$ cat src/rtl/load_unit_if.sv
// load_unit_if: issue, memory and write-back signals of the load unit.
interface load_unit_if;
    logic        ld_valid_i;
    logic        ld_ready_o;
    logic [31:0] addr_i;
    logic [2:0]  funct3_i;
    logic [4:0]  rd_i;
    logic        mem_req_o;
    logic [31:0] mem_addr_o;
    logic        mem_gnt_i;
    logic        mem_rvalid_i;
    logic [31:0] mem_rdata_i;
    logic        wb_valid_o;
    logic [4:0]  wb_rd_o;
    logic [31:0] wb_data_o;
    logic        err_o;
    logic        busy_o;
    modport slave (
        input  ld_valid_i, addr_i, funct3_i, rd_i, mem_gnt_i, mem_rvalid_i, mem_rdata_i,
        output ld_ready_o, mem_req_o, mem_addr_o, wb_valid_o, wb_rd_o, wb_data_o, err_o, busy_o
    );
    modport master (
        output ld_valid_i, addr_i, funct3_i, rd_i, mem_gnt_i, mem_rvalid_i, mem_rdata_i,
        input  ld_ready_o, mem_req_o, mem_addr_o, wb_valid_o, wb_rd_o, wb_data_o, err_o, busy_o
    );
endinterface

$ cat src/rtl/load_unit.sv
// load_unit: multi-cycle RISC-V load path (req/gnt/rvalid fetch, lane extract, sign/zero extend).
// Optional LOAD_MISALIGN_CHECK_EN: misaligned LH/LHU/LW error out without a memory access.
module load_unit #(
    parameter int TIMEOUT = 16,
    parameter int CNT_W   = 5
) (
    input logic       clk,
    input logic       rst_n,
    load_unit_if.slave bus
);
    typedef enum logic [1:0] {IDLE, REQ, WAIT, DONE} state_t;
    state_t           state;
    logic [CNT_W-1:0] cnt;
    logic [1:0]       lane;
    logic [2:0]       f3;
    logic [4:0]       rd;
    function automatic logic [31:0] fmt(logic [31:0] w, logic [1:0] a, logic [2:0] f);
        logic [7:0]  b;
        logic [15:0] h;
        b = 8'(w >> {a, 3'b000});
        h = a[1] ? w[31:16] : w[15:0];
        return f == 3'b000 ? {{24{b[7]}}, b} :
               f == 3'b100 ? {24'b0, b} :
               f == 3'b001 ? {{16{h[15]}}, h} :
               f == 3'b101 ? {16'b0, h} : w;
    endfunction
    // Reserved encodings still fetch a full word but flag an error.
    function automatic logic bad_f3(logic [2:0] f);
        return f == 3'b011 || f[2:1] == 2'b11;
    endfunction
`ifdef LOAD_MISALIGN_CHECK_EN
    logic misalign;
    assign misalign = ((bus.funct3_i == 3'b001 || bus.funct3_i == 3'b101) && bus.addr_i[0]) ||
                      (bus.funct3_i == 3'b010 && bus.addr_i[1:0] != 2'b00);
`endif
    assign bus.ld_ready_o = state == IDLE;
    assign bus.busy_o     = state != IDLE;
    always_ff @(posedge clk or negedge rst_n) begin
        if (!rst_n) begin
            state          <= IDLE;
            cnt            <= '0;
            lane           <= '0;
            f3             <= '0;
            rd             <= '0;
            bus.mem_req_o  <= 1'b0;
            bus.mem_addr_o <= '0;
            bus.wb_valid_o <= 1'b0;
            bus.wb_rd_o    <= '0;
            bus.wb_data_o  <= '0;
            bus.err_o      <= 1'b0;
        end else begin
            case (state)
                IDLE: if (bus.ld_valid_i) begin
                    lane           <= bus.addr_i[1:0];
                    f3             <= bus.funct3_i;
                    rd             <= bus.rd_i;
                    bus.mem_addr_o <= {bus.addr_i[31:2], 2'b00};
`ifdef LOAD_MISALIGN_CHECK_EN
                    if (misalign) begin
                        state          <= DONE;
                        bus.wb_valid_o <= 1'b1;
                        bus.wb_rd_o    <= bus.rd_i;
                        bus.wb_data_o  <= '0;
                        bus.err_o      <= 1'b1;
                    end else
`endif
                    begin
                        state         <= REQ;
                        bus.mem_req_o <= 1'b1;
                    end
                end
                REQ: if (bus.mem_gnt_i) begin
                    state         <= WAIT;
                    bus.mem_req_o <= 1'b0;
                    cnt           <= '0;
                end
                // rvalid is tested first so it wins over a coincident timeout.
                WAIT: if (bus.mem_rvalid_i) begin
                    state          <= DONE;
                    bus.wb_valid_o <= 1'b1;
                    bus.wb_rd_o    <= rd;
                    bus.wb_data_o  <= fmt(bus.mem_rdata_i, lane, f3);
                    bus.err_o      <= bad_f3(f3);
                end else if (cnt == CNT_W'(TIMEOUT - 1)) begin
                    state          <= DONE;
                    bus.wb_valid_o <= 1'b1;
                    bus.wb_rd_o    <= rd;
                    bus.wb_data_o  <= '0;
                    bus.err_o      <= 1'b1;
                end else begin
                    cnt <= cnt + 1'b1;
                end
                DONE: begin
                    state          <= IDLE;
                    bus.wb_valid_o <= 1'b0;
                    bus.err_o      <= 1'b0;
                end
            endcase
        end
    end
endmodule

$ cat src/flat_wrapper.sv
// flat-port wrapper written by rule: the top's interface ports become plain ports
module load_unit_flat 
#(
    parameter int TIMEOUT = 16,
    parameter int CNT_W   = 5
)
  (clk, rst_n, bus_ld_valid_i, bus_addr_i, bus_funct3_i, bus_rd_i, bus_mem_gnt_i, bus_mem_rvalid_i, bus_mem_rdata_i, bus_ld_ready_o, bus_mem_req_o, bus_mem_addr_o, bus_wb_valid_o, bus_wb_rd_o, bus_wb_data_o, bus_err_o, bus_busy_o);
  load_unit_if bus_i ();
  input logic clk;
  input logic rst_n;
  input wire logic [$bits(bus_i.ld_valid_i)-1:0] bus_ld_valid_i;
  input wire logic [$bits(bus_i.addr_i)-1:0] bus_addr_i;
  input wire logic [$bits(bus_i.funct3_i)-1:0] bus_funct3_i;
  input wire logic [$bits(bus_i.rd_i)-1:0] bus_rd_i;
  input wire logic [$bits(bus_i.mem_gnt_i)-1:0] bus_mem_gnt_i;
  input wire logic [$bits(bus_i.mem_rvalid_i)-1:0] bus_mem_rvalid_i;
  input wire logic [$bits(bus_i.mem_rdata_i)-1:0] bus_mem_rdata_i;
  output wire logic [$bits(bus_i.ld_ready_o)-1:0] bus_ld_ready_o;
  output wire logic [$bits(bus_i.mem_req_o)-1:0] bus_mem_req_o;
  output wire logic [$bits(bus_i.mem_addr_o)-1:0] bus_mem_addr_o;
  output wire logic [$bits(bus_i.wb_valid_o)-1:0] bus_wb_valid_o;
  output wire logic [$bits(bus_i.wb_rd_o)-1:0] bus_wb_rd_o;
  output wire logic [$bits(bus_i.wb_data_o)-1:0] bus_wb_data_o;
  output wire logic [$bits(bus_i.err_o)-1:0] bus_err_o;
  output wire logic [$bits(bus_i.busy_o)-1:0] bus_busy_o;
  assign bus_i.ld_valid_i = bus_ld_valid_i;
  assign bus_i.addr_i = bus_addr_i;
  assign bus_i.funct3_i = bus_funct3_i;
  assign bus_i.rd_i = bus_rd_i;
  assign bus_i.mem_gnt_i = bus_mem_gnt_i;
  assign bus_i.mem_rvalid_i = bus_mem_rvalid_i;
  assign bus_i.mem_rdata_i = bus_mem_rdata_i;
  assign bus_ld_ready_o = bus_i.ld_ready_o;
  assign bus_mem_req_o = bus_i.mem_req_o;
  assign bus_mem_addr_o = bus_i.mem_addr_o;
  assign bus_wb_valid_o = bus_i.wb_valid_o;
  assign bus_wb_rd_o = bus_i.wb_rd_o;
  assign bus_wb_data_o = bus_i.wb_data_o;
  assign bus_err_o = bus_i.err_o;
  assign bus_busy_o = bus_i.busy_o;
  load_unit #(.TIMEOUT(TIMEOUT), .CNT_W(CNT_W)) u_core (.clk(clk), .rst_n(rst_n), .bus(bus_i));
endmodule
$ cat config.mk
export PLATFORM = sky130hd
export DESIGN_NAME = load_unit_flat
export DESIGN_NICKNAME = d
export VERILOG_FILES = /design/src/rtl/load_unit_if.sv /design/src/rtl/load_unit.sv /design/src/flat_wrapper.sv
export SDC_FILE = /design/constraint.sdc
export NUM_CORES = 1
export LEC_CHECK = 0
export CORE_ASPECT_RATIO = 1.2
export CORE_MARGIN = 8
export CORE_UTILIZATION = 44
export CTS_CLUSTER_DIAMETER = 100
export CTS_CLUSTER_SIZE = 24
export DETAILED_ROUTE_END_ITERATION = 10
export PLACE_DENSITY = 0.78
export SYNTH_ARGS = -nofsm -noshare
export SYNTH_HDL_FRONTEND = slang
export SYNTH_SLANG_ARGS = --single-unit
$ cat constraint.sdc
create_clock -name clk -period 5.9 [get_ports clk]
set_clock_uncertainty 0.15 [all_clocks]
set_input_delay 1.18 -clock clk [delete_from_list [all_inputs] [get_ports clk]]
set_output_delay 1.18 -clock clk [all_outputs]
set_load 0.1 [all_outputs]
==> results of run 1 <==
## state kept, by name (all words and copies together) (netlist names)
signal                 count
u_core.bus.wb_data_o      32
u_core.bus.mem_addr_o     30
u_core.bus.wb_rd_o         5
u_core.cnt                 5
u_core.rd                  5
u_core.f3                  3
u_core.lane                2
u_core.state               2
u_core.bus.err_o           1
u_core.bus.mem_req_o       1
u_core.bus.wb_valid_o      1
## metal layers
metal	vias to the layer above	wire length [um]	share of wire [%]	track usage, %
met1	1695	4690	39	21.3
met4	0	434	3.6	11.1
met2	180	5580	46	28.7
li1	1587	-	-	-
met3	26	1360	11	8.72
met5	-	0	0	0
## kinds of logic after synthesis
group / count (synthesis)
AOI/OAI and AO/OA: 89
adders and majority gates: 6
buffers and inverters: 42
DFF: 87
muxes: 56
other: 1
and+or+nand+nor: 78
## cell type report
type	count	area (um^2)
clock buffers	11	253
multi-input cells	231	1820
inverters	15	56.3
well taps	123	154
flip-flops and latches	87	2180
fillers	734	3360
repair buffers	149	1490
clock inverters	5	56.3
## synthesized netlist by cell type, drive strengths merged, types with 2 or more instances
cell	number	share of area, %
o2bb2ai	8	1.7
ha	6	1.8
nor2b	2	0.30
a21oi	12	1.4
nor2	8	0.78
or4	2	0.36
o22ai	7	1.0
nand3	15	1.8
mux2	46	12
mux2i	2	0.48
inv	15	1.3
dfrtp	87	52
nor4	2	0.81
mux4	8	4.3
nand2	35	3.2
clkbuf	12	1.1
a221o	9	2.2
o21ai	26	3.1
nor3	8	0.96
buf	15	2.0
a22o	15	3.1
or2	2	0.30
o21bai	3	0.54
## path summary, 6_finish.rpt
check | from | to | slack, ns | cells past startpoint
worst max-delay path | u_core.state[0] | bus_ld_ready_o | 2.23 | 3
worst min-delay path | u_core.bus.wb_data_o[5] | u_core.bus.wb_data_o[5] | 0.33 | 2
worst max register to register | u_core.state[0] | u_core.bus.wb_data_o[18] | 2.83 | 6
worst min register to register | u_core.bus.wb_data_o[5] | u_core.bus.wb_data_o[5] | 0.33 | 2
max in group asynchronous | rst_n | u_core.bus.mem_addr_o[20] | 4.03 | 1
min in group asynchronous | rst_n | u_core.bus.mem_addr_o[13] | 0.86 | 1
## per-stage QoR
| step | utilization, % | instances | cell area (um^2) |
|---|---|---|---|
| floorplan | - | 360 | 4190 |
| global placement | 60.8 | 605 | 5700 |
| detailed placement | 60.8 | 605 | 5700 |
| CTS | 64.1 | 621 | 6000 |
| global route | 64.1 | 621 | 6000 |
| finish | 64.1 | 621 | 6000 |
## worst reg2reg max path, stage by stage, from the launching register on
cell and delay [ns]:
dfrtp_1 0.42, inv_1 0.10, ha_1 0.48, nand2_1 0.46, o41ai_2 0.99, o21ai_0 0.25, nand3_1 0.14
==> impl_metrics.py, run 1 <==
metrics = {
    "clock_network": {
        "cts.sinks": 87,
        "cts_hold_buf": 0,
        "tritoncts": "yes",
        "clock_latency_ns": 0.34,
        "numCtsBuffers": 9,
        "post_cts_buffers": 0,
        "clkTransAtPathRegs_ns": 0.06,
        "clockBufferDepth": 2,
        "post_cts_resize_count": 0,
        "cts_root_buf": "clkbuf_16",
        "htree_num_levels": 3,
    },
    "setup_path": {
        "slowest_stage": "clkdlybuf4s50_1",
        "slowest_delay_ns": 1.19,
        "path_class": "reg2out",
        "critPathRequiredTime_ns": 4.57,
        "crit_family": "buffers and inverters",
        "cp.arrival_ns": 2.34,
        "path_max_fanout": 6,
        "startpoint_type": "flop",
        "endpoint_kind": "output pin",
        "cp_cell_sequence": "inv_1, ha_1, clkdlybuf4s50_1",
        "critPathBufInv": 2,
    },
    "global_route": {
        "track_usage_pct": 18.8,
        "grt_max_degree": 88,
        "grt.overflow.total": 0,
        "grt_pass1_vias": 3704,
        "antenna_found_initial": 0,
        "grt_pass1_wl_um": 19100,
    },
    "synthesis": {
        "synthAdderAreaFrac_pct": 1.80,
        "yosys_most_used_dff": "dfrtp_1",
        "synth_compound_area_share_pct": 15.3,
        "synth_top_family_by_area": "multiplexers",
        "synth_area_per_cell_um2": 11.6,
        "ys_seq_area_share_pct": 52.1,
        "yosys.area_share.simple_pct": 9.16,
        "synthCells": 359,
        "synth-edff-count": 0,
        "ys_ff_latch": 87,
        "synthesis.area_um2": 4180,
        "synth_cell_type_count": 43,
        "synthMuxAreaShare_pct": 17.2,
        "async_flop_share_pct": 100,
        "synth_warnings": 0,
        "synth-xor-area-share_pct": 0,
    },
    "floorplanning": {
        "start_util_pct": 44.6,
        "fp.dieArea_um2": 12900,
        "ioPinCount": 151,
        "coreArea_um2": 9370,
        "die-height_um": 123,
        "rows": 39,
        "floorplan.die.width_um": 105,
    },
    "route": {
        "drt-total-wl_um": 12100,
        "drt_pass1_iterations": 4,
        "drc": 0,
        "wire_per_inst_um": 19.4,
        "drt-initial-drc-count": 170,
        "viasPerCell": 5.62,
        "postRouteAntennaNets": 0,
        "dr_total_vias": 3488,
    },
    "placement": {
        "port_buffers": 148,
        "pre_cts_ws_ns": 2.24,
        "dpl.hpwl_um": 8860,
        "place_congestion": 0.794,
    },
    "finish": {
        "layout_commonest_cell": "clkdlybuf4s50_1",
        "nets": 576,
        "final_cell_mix": "clkdlybuf4s50_1, dfrtp_1, mux2_2",
        "drive_above_1_share_pct": 15.7,
        "insertedDiodeCount": 0,
        "area_growth_pct": 43.6,
    },
    "sta": {
        "setup_viol": 0,
        "rsz0062_at_grt": "no",
        "post-route-period-util_pct": 62.1,
        "setup_slack_ns": 2.23,
        "hold_ws_ns": 0.334,
        "post-route-min-period_ns": 3.67,
        "drv_slew": 0,
        "slew-limit-headroom_pct": 21.0,
        "worstMarginPinSlew_ns": 1.19,
        "fmax_ghz": 0.273,
        "final_hold_viol_count": 0,
        "fin_tns_setup_ns": 0,
    },
    "outcome": {
        "status": "finished, final reports clean",
    },
    "hold_path": {
        "hold_class": "reg2reg",
    },
    "run": {
        "cap_violations": 0,
    },
}
Power of run 1 is not shown: default switching activity piles up to over one toggle a cycle in this logic, so the estimate is an artifact.
==> run 2: changes to the inputs <==
--- a/config.mk
+++ b/config.mk
@@ -7,11 +7,11 @@
 export LEC_CHECK = 0
 export CORE_ASPECT_RATIO = 1.2
 export CORE_MARGIN = 8
-export CORE_UTILIZATION = 44
+export CORE_UTILIZATION = 41
 export CTS_CLUSTER_DIAMETER = 100
 export CTS_CLUSTER_SIZE = 24
 export DETAILED_ROUTE_END_ITERATION = 10
-export PLACE_DENSITY = 0.78
+export PLACE_DENSITY = 0.76
 export SYNTH_ARGS = -nofsm -noshare
 export SYNTH_HDL_FRONTEND = slang
 export SYNTH_SLANG_ARGS = --single-unit
==> constraint.sdc (replaced) <==
create_clock -name clk -period 3.1 [get_ports clk]
set_clock_uncertainty 0.15 [all_clocks]
set_input_delay 0.62 -clock clk [delete_from_list [all_inputs] [get_ports clk]]
set_output_delay 0.62 -clock clk [all_outputs]
set_load 0.1 [all_outputs]
==> run 2 against run 1 <==
Net effect:
- setup slack got worse by 1.6 ns
- clock-buffer cell count fell by 1
- final area decreased by 2.0%
- global-route usage shrank 0.28 points
- sequential share of layout area up 0.72 points
- utilization fell by 5.0 points
- worst hold slack worse by 0.18 ns
- non-clock buffer count up 6
- largest cell class unchanged
- final cell count grew 1.4%
- critical path type is now reg2reg
- critical path depth increased by 4
- via count up 0.52%
- routed wire length rose by 3.4%
==> impl_metrics.py, run 2 (synthesized netlist as in run 1, its figures left out) <==
metrics = {
    "outcome": {
        "status": "finished, final reports clean",
    },
    "route": {
        "postRouteAntennaNets": 0,
        "met2_length_um": 6120,
        "wire_per_inst_um": 19.8,
        "dr_total_vias": 3506,
        "routed-wl-met3_um": 1410,
        "drt-initial-drc-count": 154,
        "drt-total-wl_um": 12500,
        "wl_met1_um": 4600,
        "top_layer": "met4",
        "drc": 0,
        "drt_pass1_iterations": 4,
        "viasPerCell": 5.57,
    },
    "floorplanning": {
        "die-height_um": 127,
        "start_util_pct": 42.0,
        "floorplan.die.width_um": 108,
        "coreArea_um2": 9960,
        "ioPinCount": 151,
        "fp.dieArea_um2": 13700,
        "rows": 40,
    },
    "global_route": {
        "grt.overflow.total": 0,
        "track_usage_pct": 18.5,
        "grt_max_degree": 48,
        "antenna_found_initial": 0,
        "grt_pass1_vias": 3816,
        "grt_pass1_wl_um": 19800,
    },
    "finish": {
        "drive_above_1_share_pct": 31.2,
        "final_cell_mix": "dfrtp_1, buf_4, clkdlybuf4s50_1",
        "largest_reg_flops": 32,
        "nets": 582,
        "insertedDiodeCount": 0,
        "instances_no_fill": 630,
        "reg.largest.list": "u_core.bus.wb_data_o: 32 flops, u_core.bus.mem_addr_o: 30 flops",
        "area_growth_pct": 40.8,
        "final_util_pct": 59.1,
        "layout_commonest_cell": "dfrtp_1",
        "top_register": "u_core.bus.wb_data_o",
    },
    "setup_path": {
        "r2r_slack_ns": 0.62,
        "path_max_fanout": 24,
        "endpoint": "u_core.bus.wb_data_o[14]",
        "cp.arrival_ns": 2.60,
        "path_class": "reg2reg",
        "endpoint_kind": "flop",
        "r2r-end": "u_core.bus.wb_data_o[14]",
        "reg2reg_depth": 7,
        "critPathRequiredTime_ns": 3.22,
        "reg2reg_from": "u_core.cnt[0]",
        "startpoint_type": "flop",
        "cp-startpoint": "u_core.cnt[0]",
    },
    "clock_network": {
        "cts_root_buf": "clkbuf_16",
        "numCtsBuffers": 9,
        "cts.sinks": 87,
        "clockBufferDepth": 2,
        "post_cts_buffers": 0,
        "clkTransAtPathRegs_ns": 0.06,
        "post_cts_resize_count": 0,
        "cts_hold_buf": 0,
        "tritoncts": "yes",
        "htree_num_levels": 3,
        "clock_latency_ns": 0.34,
    },
    "placement": {
        "port_buffers": 148,
        "dpl.hpwl_um": 9360,
        "place_congestion": 0.856,
        "placedCellCount": 614,
    },
    "sta": {
        "hold_ws_ns": 0.152,
        "slew-limit-headroom_pct": 42.0,
        "worstMarginPinSlew_ns": 0.867,
        "rsz0062_at_grt": "no",
        "post-route-min-period_ns": 2.48,
        "fin_tns_setup_ns": 0,
        "final_hold_viol_count": 0,
        "drv_slew": 0,
        "setup_viol": 0,
        "post-route-period-util_pct": 80.0,
        "fmax_ghz": 0.403,
    },
    "hold_path": {
        "hold_class": "in2async",
    },
    "run": {
        "cap_violations": 0,
    },
}
[run 2: cell count changes in the layout (fill, tap and decap cells not counted), sizes merged]
cell	delta
buf	+78
clkdlybuf4s50	-72
clkbuf	-1
inv	+1
[run 2: cell type report]
type                            instances  area (um^2)
Fill cell                             832         4070
Inverter                               15         56.3
Clock inverter                          6         68.8
Sequential cell                        87         2180
Timing Repair Buffer                  155         1360
Multi-Input combinational cell        231         1820
Clock buffer                           10          239
Tap cell                              126          158
[run 2: critical path, stage by stage (launching register included)]
cell and delay, ns:
dfrtp_1 0.41, ha_1 0.23, and3_1 0.19, ha_1 0.23, or2_1 0.31, nand2_2 0.42, buf_4 0.29, a22o_1 0.17
[run 2: worst min path at each step]
stage,start,endpoint,cells after the start
after global routing,rst_n,u_core.bus.mem_addr_o[14],1
after global placement,u_core.bus.wb_data_o[5],u_core.bus.wb_data_o[5],2
after CTS,rst_n,u_core.bus.mem_addr_o[14],1
final,rst_n,u_core.state[1],1
after floorplan,rst_n,u_core.bus.err_o,0
after detailed placement,u_core.bus.wb_data_o[4],u_core.bus.wb_data_o[4],2
[run 2: per-layer routing]
layer  global-route usage, %  vias up
met4                    9.66        0
met2                    29.2      174
met3                    8.05       24
li1                        -     1598
met1                    20.5     1710
met5                       0        -
[run 2: metrics by stage]
step	setup slack [ns]	area (um^2)
floorplan	0.278	4190
global route	0.417	5890
CTS	0.608	5890
finish	0.621	5890
global placement	0.495	5580
detailed placement	0.438	5580
Power of run 2 is left out for the same reason.
